**src/rtl/cpu_run_ctrl_pkg.sv**
```systemverilog
// Package: cpu_ctrl_pkg
// Shared types and constants for the run/step/halt sequencer.
//   ctrl_state_t : sequencer state, also exported on the debug LED port
//   BOOT_CYCLES  : length of the boot sequence (mem[0] read settle + PC load)
package cpu_ctrl_pkg;

  typedef enum logic [2:0] {
    IDLE = 3'd0,
    BOOT = 3'd1,
    RUN  = 3'd2,
    STEP = 3'd3,
    HALT = 3'd4
  } ctrl_state_t;

  localparam int BOOT_CYCLES = 2;

endpackage

```
**src/rtl/cpu_run_ctrl_if.sv**
```systemverilog
// Interface: cpu_run_ctrl_if
// Control handshake between the run sequencer and the CPU datapath.
//   ins_recognized : decoder -> ctrl, current instruction is a legal opcode
//   waiting        : ctrl -> cpu/LEDs, sequencer idle awaiting first press
//   pc_clear       : ctrl -> cpu, 1-cycle PC <= 0
//   boot_load      : ctrl -> cpu, 1-cycle PC <= mem[0]
//   step_en        : ctrl -> cpu, 1-cycle commit of current instruction
//   halted, blink  : ctrl -> LEDs, halt indication and blink phase
//   state          : ctrl -> debug LEDs
// Modports: master = sequencer side, slave = CPU side.
interface cpu_run_ctrl_if;
  import cpu_ctrl_pkg::*;

  logic        ins_recognized;
  logic        waiting;
  logic        pc_clear;
  logic        boot_load;
  logic        step_en;
  logic        halted;
  logic        blink;
  ctrl_state_t state;

  modport master (
    input  ins_recognized,
    output waiting, pc_clear, boot_load, step_en, halted, blink, state
  );

  modport slave (
    output ins_recognized,
    input  waiting, pc_clear, boot_load, step_en, halted, blink, state
  );

endinterface

```
**src/rtl/cpu_run_ctrl_key_debounce.sv**
```systemverilog
// Module: key_debounce
// Two-flop synchronizer, stability counter and rising-edge pulse for one
// (already OR-combined, active-high) key level.
//   clk, rst : clock, synchronous active-high reset
//   raw      : asynchronous key level, 1 = pressed
//   level    : debounced level, 0 (not pressed) after reset
//   press    : 1-cycle pulse on the debounced 0->1 edge
// The debounced level flips after DEBOUNCE_CYC consecutive synchronized
// samples that differ from it; any agreeing sample restarts the count.
module key_debounce #(
  parameter int DEBOUNCE_CYC = 500000
) (
  input  logic clk,
  input  logic rst,
  input  logic raw,
  output logic level,
  output logic press
);

  localparam int             CW   = $clog2(DEBOUNCE_CYC + 1);
  localparam logic [CW-1:0]  LAST = CW'(DEBOUNCE_CYC - 1);

  logic          s1, s2;
  logic [CW-1:0] cnt;

  always_ff @(posedge clk) begin
    if (rst) begin
      s1    <= 1'b0;
      s2    <= 1'b0;
      level <= 1'b0;
      press <= 1'b0;
      cnt   <= '0;
    end else begin
      s1    <= raw;
      s2    <= s1;
      press <= 1'b0;
      if (s2 != level) begin
        if (cnt == LAST) begin
          level <= s2;
          press <= s2;   // only the 0->1 transition produces a pulse
          cnt   <= '0;
        end else begin
          cnt <= cnt + 1'b1;
        end
      end else begin
        cnt <= '0;
      end
    end
  end

endmodule

```
**src/rtl/cpu_run_ctrl.sv**
```systemverilog
// Module: cpu_run_ctrl
// Run/step/halt sequencer for the 16-bit demo CPU. Waits in IDLE for the
// first debounced key press, boots (PC <= mem[0]), then commits one
// instruction every TICK_DIV cycles. An unrecognized opcode halts the
// sequencer (the faulting instruction still commits); a key press in HALT
// clears PC and reboots.
//   clk, rst   : clock, synchronous active-high reset
//   key_n[3:0] : push keys, active-low, asynchronous
//   step_mode  : single-step switch (used only with the macro below)
//   bus        : cpu_run_ctrl_if.master control handshake
// Optional feature: define CPU_RUN_CTRL_SINGLE_STEP_EN to enable the STEP
// state (key-driven single stepping selected by step_mode).
module cpu_run_ctrl
  import cpu_ctrl_pkg::*;
#(
  parameter int TICK_DIV     = 67108864,
  parameter int DEBOUNCE_CYC = 500000,
  parameter int BLINK_BIT    = 24
) (
  input  logic          clk,
  input  logic          rst,
  input  logic [3:0]    key_n,
  input  logic          step_mode,
  cpu_run_ctrl_if.master bus
);

  localparam int            TW    = $clog2(TICK_DIV);
  localparam logic [TW-1:0] TLAST = TW'(TICK_DIV - 1);
  localparam logic [TW-1:0] TPRE  = TW'(TICK_DIV - 2);
  localparam int            BW    = (BOOT_CYCLES > 1) ? $clog2(BOOT_CYCLES) : 1;
  localparam logic [BW-1:0] BLAST = BW'(BOOT_CYCLES - 1);

  ctrl_state_t        state;
  logic [TW-1:0]      tick_cnt;
  logic [BW-1:0]      boot_ph;
  logic [BLINK_BIT:0] blink_cnt, blink_inc;
  logic               waiting, boot_load, step_en, halted, blink;
  logic               key_press, level_unused;
  logic               step_sel;

`ifdef CPU_RUN_CTRL_SINGLE_STEP_EN
  assign step_sel = step_mode;
`else
  logic step_mode_unused;
  assign step_mode_unused = step_mode;
  assign step_sel         = 1'b0;   // STEP is never entered
`endif

  key_debounce #(.DEBOUNCE_CYC(DEBOUNCE_CYC)) u_key (
    .clk   (clk),
    .rst   (rst),
    .raw   (|(~key_n)),
    .level (level_unused),
    .press (key_press)
  );

  assign blink_inc = blink_cnt + 1'b1;

  // Pulses are registered: each is set on the edge entering the cycle in
  // which it is valid, and cleared by default on every other edge.
  // step_en is high in the commit cycle, so the halt check looks at the
  // registered step_en together with the live ins_recognized.
  always_ff @(posedge clk) begin
    if (rst) begin
      state     <= IDLE;
      waiting   <= 1'b1;
      boot_load <= 1'b0;
      step_en   <= 1'b0;
      halted    <= 1'b0;
      blink     <= 1'b0;
      tick_cnt  <= '0;
      boot_ph   <= '0;
      blink_cnt <= '0;
    end else begin
      boot_load <= 1'b0;
      step_en   <= 1'b0;
      blink_cnt <= blink_inc;
      case (state)
        IDLE: begin
          if (key_press) begin
            state   <= BOOT;
            waiting <= 1'b0;
            boot_ph <= '0;
          end
        end
        BOOT: begin
          if (boot_ph != BLAST) begin
            boot_ph   <= boot_ph + 1'b1;
            boot_load <= (BW'(boot_ph + 1'b1) == BLAST);
          end else begin
            tick_cnt <= '0;
            state    <= step_sel ? STEP : RUN;
          end
        end
        RUN: begin
          if (step_en && !bus.ins_recognized) begin
            state     <= HALT;
            halted    <= 1'b1;
            blink     <= 1'b0;
            blink_cnt <= '0;
            tick_cnt  <= '0;
          end else if (step_sel) begin
            state    <= STEP;
            tick_cnt <= '0;
          end else begin
            tick_cnt <= (tick_cnt == TLAST) ? '0 : tick_cnt + 1'b1;
            step_en  <= (tick_cnt == TPRE);
          end
        end
        STEP: begin
          if (step_en && !bus.ins_recognized) begin
            state     <= HALT;
            halted    <= 1'b1;
            blink     <= 1'b0;
            blink_cnt <= '0;
          end else if (!step_sel) begin
            state    <= RUN;      // a press in this cycle is dropped
            tick_cnt <= '0;
          end else begin
            step_en <= key_press;
          end
        end
        HALT: begin
          if (key_press) begin
            state   <= BOOT;
            halted  <= 1'b0;
            blink   <= 1'b0;
            boot_ph <= '0;
          end else begin
            blink <= blink_inc[BLINK_BIT];
          end
        end
        default: begin
          state   <= IDLE;
          waiting <= 1'b1;
          halted  <= 1'b0;
          blink   <= 1'b0;
        end
      endcase
    end
  end

  assign bus.waiting   = waiting;
  assign bus.boot_load = boot_load;
  assign bus.step_en   = step_en;
  assign bus.halted    = halted;
  assign bus.blink     = blink;
  assign bus.state     = state;
  // pc_clear shares the press cycle that moves HALT -> BOOT
  assign bus.pc_clear  = halted & key_press;

endmodule

```
**src/flat_wrapper.sv**
```systemverilog
// flat-port wrapper written by rule: the top's interface ports become plain ports
module cpu_run_ctrl_flat import cpu_ctrl_pkg::*;
#(
  parameter int TICK_DIV     = 67108864,
  parameter int DEBOUNCE_CYC = 500000,
  parameter int BLINK_BIT    = 24
)
  (clk, rst, key_n, step_mode, bus_ins_recognized, bus_waiting, bus_pc_clear, bus_boot_load, bus_step_en, bus_halted, bus_blink, bus_state);
  cpu_run_ctrl_if bus_i ();
  input  logic clk;
  input  logic rst;
  input  logic [3:0] key_n;
  input  logic step_mode;
  input wire logic [$bits(bus_i.ins_recognized)-1:0] bus_ins_recognized;
  output wire logic [$bits(bus_i.waiting)-1:0] bus_waiting;
  output wire logic [$bits(bus_i.pc_clear)-1:0] bus_pc_clear;
  output wire logic [$bits(bus_i.boot_load)-1:0] bus_boot_load;
  output wire logic [$bits(bus_i.step_en)-1:0] bus_step_en;
  output wire logic [$bits(bus_i.halted)-1:0] bus_halted;
  output wire logic [$bits(bus_i.blink)-1:0] bus_blink;
  output wire logic [$bits(bus_i.state)-1:0] bus_state;
  assign bus_i.ins_recognized = bus_ins_recognized;
  assign bus_waiting = bus_i.waiting;
  assign bus_pc_clear = bus_i.pc_clear;
  assign bus_boot_load = bus_i.boot_load;
  assign bus_step_en = bus_i.step_en;
  assign bus_halted = bus_i.halted;
  assign bus_blink = bus_i.blink;
  assign bus_state = bus_i.state;
  cpu_run_ctrl #(.TICK_DIV(TICK_DIV), .DEBOUNCE_CYC(DEBOUNCE_CYC), .BLINK_BIT(BLINK_BIT)) u_core (.clk(clk), .rst(rst), .key_n(key_n), .step_mode(step_mode), .bus(bus_i));
endmodule
```
**config.mk**
```make
export PLATFORM = sky130hd
export DESIGN_NAME = cpu_run_ctrl_flat
export DESIGN_NICKNAME = d
export VERILOG_FILES = /design/src/rtl/cpu_run_ctrl_pkg.sv /design/src/rtl/cpu_run_ctrl_if.sv /design/src/rtl/cpu_run_ctrl_key_debounce.sv /design/src/rtl/cpu_run_ctrl.sv /design/src/flat_wrapper.sv
export SDC_FILE = /design/constraint.sdc
export NUM_CORES = 1
export LEC_CHECK = 0
export CAP_MARGIN = 30
export CORE_ASPECT_RATIO = 0.7
export CORE_MARGIN = 5
export CORE_UTILIZATION = 60
export DETAILED_ROUTE_END_ITERATION = 12
export PLACE_DENSITY = 0.76
export SYNTH_ARGS = -nofsm -noshare
export SYNTH_HDL_FRONTEND = slang
export SYNTH_SLANG_ARGS = --single-unit
```
**constraint.sdc**
```tcl
create_clock -name clk -period 2.7 [get_ports clk]
set_clock_uncertainty 0.05 [all_clocks]
set_input_delay 0.27 -clock clk [delete_from_list [all_inputs] [get_ports clk]]
set_output_delay 0.27 -clock clk [all_outputs]
set_load 0.01 [all_outputs]
```
==> results of run 1 <==
stage by stage:
step,utilization [%],instance area (um2)
2_1_floorplan,-,3680
3_3_place_gp,66.8,3900
3_5_place_dp,66.8,3900
4_1_cts,70.4,4120
5_1_grt,70.4,4120
6_report,70.4,4120
final cells by class:
cell class,instances,area (um2)
clock inverters,2,60.1
clock buffers,12,155
fillers,471,1730
well taps,75,93.8
repair buffers,22,203
flip-flops and latches,83,1660
inverters,14,52.6
multi-input cells,321,1890
cells by family (layout without fill, tap and decap cells):
family,after synthesis,after routing,share of synthesized area (%)
buffers and inverters,30,50,3.57
AOI/OAI and AO/OA,15,15,2.92
DFF,83,83,45.1
adders and majority gates,4,4,1.36
xor gates and xnor gates,66,66,15.7
and+or+nand+nor,234,234,30.8
muxes,2,2,0.544
worst reg2reg max path: stages, from the launching register on:
cell and delay (ns):
sky130_fd_sc_hd__dfxtp_1 0.56, sky130_fd_sc_hd__a21oi_1 0.22, sky130_fd_sc_hd__or3_1 0.55, sky130_fd_sc_hd__o31ai_4 0.23
sky130_fd_sc_hd__buf_4 0.26, sky130_fd_sc_hd__nor2_1 0.08
cells in the mapped netlist:
master	n
sky130_fd_sc_hd__nor2_1	97
sky130_fd_sc_hd__o21ai_0	3
sky130_fd_sc_hd__or2_2	5
sky130_fd_sc_hd__a311oi_1	1
sky130_fd_sc_hd__inv_1	14
sky130_fd_sc_hd__nand3b_1	4
sky130_fd_sc_hd__a31oi_1	1
sky130_fd_sc_hd__or3_1	4
sky130_fd_sc_hd__and4_4	1
sky130_fd_sc_hd__and3_1	3
sky130_fd_sc_hd__xnor2_1	38
sky130_fd_sc_hd__nand4_1	15
sky130_fd_sc_hd__o31ai_1	1
sky130_fd_sc_hd__nor3b_1	1
sky130_fd_sc_hd__nor3_1	21
sky130_fd_sc_hd__dfxtp_1	83
sky130_fd_sc_hd__nand2_1	26
sky130_fd_sc_hd__a211oi_1	1
sky130_fd_sc_hd__o31ai_4	1
sky130_fd_sc_hd__nand2b_1	3
sky130_fd_sc_hd__xor2_1	28
sky130_fd_sc_hd__a41oi_1	1
sky130_fd_sc_hd__nor2b_1	3
sky130_fd_sc_hd__nor4_1	12
sky130_fd_sc_hd__and4b_1	2
sky130_fd_sc_hd__buf_2	3
sky130_fd_sc_hd__buf_6	2
sky130_fd_sc_hd__or3_4	1
sky130_fd_sc_hd__clkbuf_1	11
sky130_fd_sc_hd__a21oi_1	5
sky130_fd_sc_hd__and4_1	6
sky130_fd_sc_hd__a21boi_0	1
sky130_fd_sc_hd__mux2i_1	2
sky130_fd_sc_hd__nand3_1	28
sky130_fd_sc_hd__ha_1	4
sky130_fd_sc_hd__and2_1	2
placed cells by master, fill, tap and decap left out, types with 2 or more instances in the layout:
cell type	netlist	layout
sky130_fd_sc_hd__nor2_1	97	97
sky130_fd_sc_hd__buf_4	0	7
sky130_fd_sc_hd__clkbuf_8	0	11
sky130_fd_sc_hd__a21oi_1	5	5
sky130_fd_sc_hd__nor4_1	12	12
sky130_fd_sc_hd__and3_1	3	3
sky130_fd_sc_hd__xnor2_1	38	38
sky130_fd_sc_hd__xor2_1	28	28
sky130_fd_sc_hd__nor3_1	21	21
sky130_fd_sc_hd__bufinv_16	0	2
sky130_fd_sc_hd__o21ai_0	3	3
sky130_fd_sc_hd__nand2b_1	3	3
sky130_fd_sc_hd__and4_1	6	6
sky130_fd_sc_hd__and2_1	2	2
sky130_fd_sc_hd__nor2b_1	3	3
sky130_fd_sc_hd__nand3b_1	4	4
sky130_fd_sc_hd__nand4_1	15	15
sky130_fd_sc_hd__nand3_1	28	28
sky130_fd_sc_hd__nand2_1	26	26
sky130_fd_sc_hd__ha_1	4	4
sky130_fd_sc_hd__or3_1	4	4
sky130_fd_sc_hd__dfxtp_1	83	83
sky130_fd_sc_hd__inv_1	14	14
sky130_fd_sc_hd__clkdlybuf4s50_1	0	15
sky130_fd_sc_hd__mux2i_1	2	2
sky130_fd_sc_hd__and4b_1	2	2
sky130_fd_sc_hd__or2_2	5	5
per-layer routing:
layer	up-vias	wire length, um
met5	-	0
met4	0	53
met3	8	347
met2	47	2890
met1	1370	3510
li1	1486	-
path summary, 6_finish.rpt:
path         slack (ns)           startpoint  cells past startpoint                 end
min                0.40      u_core.u_key.s1                      1     u_core.u_key.s2
min reg2reg        0.40      u_core.u_key.s1                      1     u_core.u_key.s2
max                0.63  u_core.bus.state[0]                      5  u_core.tick_cnt[4]
max reg2reg        0.63  u_core.bus.state[0]                      5  u_core.tick_cnt[4]
registers in the layout, summed over array words and instances, names as in the netlist:
signal	count
u_core.tick_cnt	26
u_core.u_key.s2	1
u_core.u_key.level	1
u_core.u_key.press	1
u_core.bus.state	3
u_core.bus.halted	1
u_core.blink_cnt	25
u_core.u_key.s1	1
u_core.u_key.cnt	19
u_core.boot_ph	1
u_core.bus.boot_load	1
u_core.bus.blink	1
u_core.bus.step_en	1
u_core.bus.waiting	1
power by group through the flow:
stage / clock [mW] / sequential [mW] / combinational (mW)
floorplan: 0 / 1.27 / 0.0330
global placement: 0 / 1.27 / 0.0522
global route: 1.06 / 1.24 / 0.0589
CTS: 0.991 / 1.24 / 0.0534
finish: 0.961 / 1.24 / 0.0529
detailed placement: 0 / 1.27 / 0.0531
==> summary by stage, run 1 <==
Worst setup path
In this design, the largest share of critical-path delay is due to simple AND/OR/NAND/NOR gates. The largest single stage delay on the critical path is 0.56 ns. The required time reported for the critical path endpoint is 2.88 ns. The data arrival time of the worst path is 2.25 ns. The total buffers and inverters traversed by the critical path is 1. Along the worst path, the maximum fanout reaches 15. The critical path goes through a21oi_1 > or3_1 > o31ai_4 > buf_4 > nor2_1. The critical path is of the register to register type. The element type at the critical path start is a register. Among all stages on the critical path, the largest delay is contributed by sky130_fd_sc_hd__dfxtp_1. The worst setup path is captured at a register.

Pwr
Cell internal power was estimated by the tool at 1.82 mW. The cell area power density is 547 nW/um2. Summed over all nets, the switching power comes to 0.436 mW.

The standby leakage power is 1.33 nW. VDD sags by at most 0.266 mV. The share of total power in sequential cells is 55.0%. Power comes to 2.25 mW. The part of the total power dissipated in combinational logic is 2.3%.

The clock group share of total power is 42.7%. The share of total power consumed by net switching is 19.4%.

Timing
The worst path setup slack after routing is 0.630 ns. The number of slew-limit violations in the final report is 0. The slew at the pin closest to its max-slew limit is 0.528 ns.

The number of setup violations in the final report is 0. The period utilization is 76.7%. The number of hold-slack violations in the final timing report came to 0. The minimum clock period is 2.07 ns. Headroom to the max-slew limit came out at 64.7%. The setup total negative slack is 0 ns. Timing would allow up to 483 MHz.

Setup repair after global routing left no endpoint under its margin. Hold is met by 0.396 ns.

Clock network
The post-cts sizing count is 0. The CTS tree is built. Hold repair after CTS inserted 0 buffers. The root buffer cell chosen for the clock tree is sky130_fd_sc_hd__clkbuf_8. In this run the number of H-tree levels came out at 3.

The buffer depth of the longest clock path is 2. The tree built by TritonCTS fans out to 83 sinks. The clock buffer count from CTS is 9. The clock-pin slew on the worst setup and hold paths is 0.08 ns.

The number of buffers added for setup after CTS is 0. Clock latency on the worst-skew pair, taken at its later pin, is 0.35 ns.

Synthesis
The combined area of all synthesized cells is 3680 um2. The number of warning messages in the yosys log is 0. The count of different cell masters after synthesis is 36. The share of synthesized area occupied by flip-flops and latches is 45.1%. The cell count after synthesis is 434. The post-synthesis area per instance is 8.48 um2.

The cell type with the largest total area after synthesis is sky130_fd_sc_hd__dfxtp_1. Sorting the synthesized cells by area gives the leading types as sky130_fd_sc_hd__dfxtp_1 45%, sky130_fd_sc_hd__nor2_1 9.9%, sky130_fd_sc_hd__xnor2_1 9.0%. The number of nets produced by synthesis is 446. The number of storage elements in the synthesis netlist is 83. After synthesis, the largest area contributor takes up 45.1% of total cell area.

Floorplan
In this run the core area contains 23 standard-cell rows. The overall die area is 7830 um2. The starting density of the core is 63.0%. The area inside the core boundary is 5840 um2. In this run the vertical extent of the chip is 75.5 um. The die is 104 um wide. The top-level I/O count is 17.

Routing
The iteration-0 DRC count of the detailed router is 125. The number of iterations in the first detailed-routing pass is 4. The average via count per standard cell is 5.50. For this block, the routed nets add up to 6800 um of wire. The count of nets left with antenna violations once routing finished came out at 0.

In the routed design, unresolved DRC markers number 0. The final route contains 2,911 vias. The per-cell routed wire length is 12.9 um.

Layout
The finished layout holds 529 standard cells, fillers aside. The final net count is 463. The fraction of final layout cells with drive strength greater than 1 is 6.17%.

0 antenna diodes ended up in the layout. The layout overhead on the synthesized area is 11.8%.

Global route
The first global-routing pass estimated 11,900 um of wire. The total grt overflow is 0. The met1 track demand over resource is 25.4%. The number of global-route vias before repair is 2,570. Global routing used 7.03% of the available met3 tracks. The number of antenna violations at the first check in global routing is 0. Global routing used 18.5% of the available tracks across all layers. The global routing usage on met2 is 27.8%. The pin count of the biggest net entering global routing is 26.

The routing layer with the top usage in global route is met2.

Run
The number of maximum-capacitance constraint violations is 0.

Placement
The detailed placement HPWL is 4870 um. The weighted congestion at the end of routability-driven global placement is 0.818. The worst slack at placement is 0.418 ns. Buffers placed on the I/O ports in this run total 15. In this run, placement finished with an instance count of 515.

Min path
The kind of path behind the tightest hold check is register to register.

Outcome
The flow ran to the end, and the final reports show no timing, DRC or antenna violations.
(Power assumes the default switching activity.)
==> inputs of run 2 (changes only) <==
- clock period: 2.7 -> 2.1 ns (I/O delays scaled with it)
==> run 2 against run 1 <==
Die area is the same; sequential power rose by 28%; combinational power increased by 50%; first-iteration DRC count grew 34%; wire length increased by 2.1%; count of clock-buffer cells in the layout fell by 3.
==> summary by stage, run 2 (same netlist as run 1, synthesis figures left out) <==
Floorplan
The initial utilization of the core area, before any placement, comes to 63.0%. In this run the vertical extent of the chip is 75.5 um. The floorplan has 23 rows. The horizontal extent of the die is 104 um.

During I/O placement, the number of pins put on the boundary was 17. The total area inside the core boundary comes to 5840 um2. The die covers 7830 um2.

Worst setup path
The cell with the largest stage delay on the worst path is sky130_fd_sc_hd__or3_1. The category of the most critical setup path is register to register. The gate family responsible for the most delay along the worst path is simple AND/OR/NAND/NOR gates. The largest single stage delay on the critical path is 0.54 ns.

The total buffers and inverters traversed by the critical path is 0. The element type at the critical path start is a register. The maximum net fanout on the critical path is 8. Data on the critical path arrives at its endpoint at 2.13 ns. For the worst setup path, the data required time is 2.30 ns. The sort of element at the end of the critical path is a register. The signal on the critical path passes through a21oi_1 > or3_1 > nor4_1 > xnor2_1 > nor2_1.

Layout
The layout overhead on the synthesized area is 15.3%. The final net count is 472. The number of diodes is 0. More flip-flops sit in one register than any other, and that register is u_core.tick_cnt. In the final layout, the registers with the most flip-flops are u_core.tick_cnt x26, u_core.blink_cnt x25, u_core.u_key.cnt x19. At the end of the flow the core is filled with cells to 72.7%.

The flip-flop count of the largest register, all copies and words added is 26. The layout has 470 filler cells. In the final layout, the share of cells above drive strength 1 is 8.60%.

The library cells used most frequently in the layout, excluding fill and tap cells, are 97 x sky130_fd_sc_hd__nor2_1, 83 x sky130_fd_sc_hd__dfxtp_1, 38 x sky130_fd_sc_hd__xnor2_1. The library cell used most frequently in the layout, excluding fill and tap cells, is sky130_fd_sc_hd__nor2_1.

Timing
The number of slew-limit violations in the final report is 0. The worst path setup slack after routing is 0.169 ns. The highest clock frequency the design can meet is 518 MHz.

The minimum clock period is 1.93 ns. The worst pin sits at a relative slew slack of 72.6%. Setup violations remaining at the end of the flow were counted as 0.

At the pin with the least slew margin, the transition time is 0.407 ns. The worst path uses 91.9% of the clock period. The number of hold-slack violations in the final timing report came to 0. Setup repair after global routing left no endpoint under its margin.

Routing
For this block, the via count after detailed routing is 2,930. In the routed layout, each cell is associated on average with a via count of 5.43. The iteration-0 DRC count of the detailed router is 168. The pre-antenna-repair detailed-routing pass consisted of 4 iterations.

Summed over all layers, the routed wires come to 6950 um. The number of remaining DRC errors is 0. After detailed routing, the average wire length per cell comes to 12.9 um. In this run the remaining antenna-violating nets after routing total 0.

Clock network
The clock insertion delay at the later pin of the skew report is 0.35 ns. The clock net sink count is 83. After clock tree synthesis, the clock-pin slew on the worst setup and hold paths is 0.08 ns.

In this run, post-CTS repair resized a total of 0 instances. The buffer depth of the longest clock path is 2. The tree is rooted in a sky130_fd_sc_hd__clkbuf_8. The CTS H-tree depth is 3.

The clock buffer count from CTS is 9. For this design, the CTS-stage hold fixing added 0 buffers. Once the clock tree was built, the setup fixing pass inserted 0 buffers.

TritonCTS built the clock tree.

Pwr
The share of total power dissipated in sequential elements is 52.7%. The clock group share of total power is 44.6%. The cell-internal power is 2.41 mW. The net switching component of the power is 0.610 mW. The worst ir drop on vdd is 0.452 mV.

The cell area power density is 711 nW/um2. Net switching is 20.2% of the power. In this run the static leakage power is 1.40 nW. Per report_power, the combinational group accounts for 2.6% of the total. The overall power is 3.02 mW.

Global route
Summed over all layers, the global routing overflow is 0. The global-route usage over all layers is 19.0%. The number of antenna violations at the first check in global routing came to 0. Entering global routing, the biggest net connects 26 pins. The global-route wire length before repair is 12,100 um.

The number of global-route vias before repair is 2,687.

Placement
Summed over all nets, the half-perimeter wirelength after detailed placement is 4880 um. The worst slack at placement is -0.0946 ns. The weighted congestion at the end of routability-driven global placement is 0.831.

During placement, the flow inserted port buffers numbering 15.

Outcome
The run finished with clean final reports.

Run
Across the run, the number of max-cap violations was 0.

Min path
The min-delay analysis places its worst path in the category register to register.
==> run 2: cell count changes in the layout (fill, tap and decap cells not counted), sizes merged <==
cell	delta
clkinv	+3
clkbuf	-3
clkinvlp	+1
buf	+9
bufinv	+1
==> run 2: worst paths after layout <==
check                                         start  slack, ns                  end  depth (start not counted)
worst min-delay path                u_core.u_key.s1       0.39      u_core.u_key.s2                          1
worst min register to register      u_core.u_key.s1       0.39      u_core.u_key.s2                          1
worst max-delay path            u_core.bus.state[0]       0.17  u_core.tick_cnt[13]                          5
worst max register to register  u_core.bus.state[0]       0.17  u_core.tick_cnt[13]                          5
==> run 2: layer usage <==
layer	part of all wire [%]	global-route usage, %	vias to the layer above
met5	0	0	-
met2	43	28.6	60
met4	1.0	7.86	0
li1	-	-	1507
met1	50	25.6	1356
met3	5.5	6.01	7
==> run 2: power groups by stage <==
stage / Combinational (mW) / Clock [mW] / Sequential, mW
after global routing: 0.0880 / 1.46 / 1.59
after global placement: 0.0787 / 0 / 1.63
after floorplan: 0.0424 / 0 / 1.63
final: 0.0794 / 1.35 / 1.59
after detailed placement: 0.0793 / 0 / 1.63
after CTS: 0.0799 / 1.38 / 1.59
==> run 2: layout make-up <==
type / instances / area, um2 / area share [%]
Inverter: 14 / 52.6 / 1.24
Clock inverter: 7 / 116 / 2.74
Clock buffer: 9 / 124 / 2.92
Tap cell: 75 / 93.8 / 2.21
Timing Repair Buffer: 31 / 308 / 7.25
Multi-Input combinational cell: 321 / 1890 / 44.5
Sequential cell: 83 / 1660 / 39.1
==> run 2: metrics by stage <==
| step | instance area [um2] | hold WS [ns] | setup TNS [ns] | instances |
|---|---|---|---|---|
| 2_1_floorplan | 3680 | 0.299 | 0 | 434 |
| 3_3_place_gp | 4010 | 0.370 | -0.00652 | 524 |
| 3_5_place_dp | 4010 | 0.377 | -0.538 | 524 |
| 4_1_cts | 4250 | 0.397 | 0 | 540 |
| 5_1_grt | 4250 | 0.422 | 0 | 540 |
| 6_report | 4250 | 0.391 | 0 | 540 |
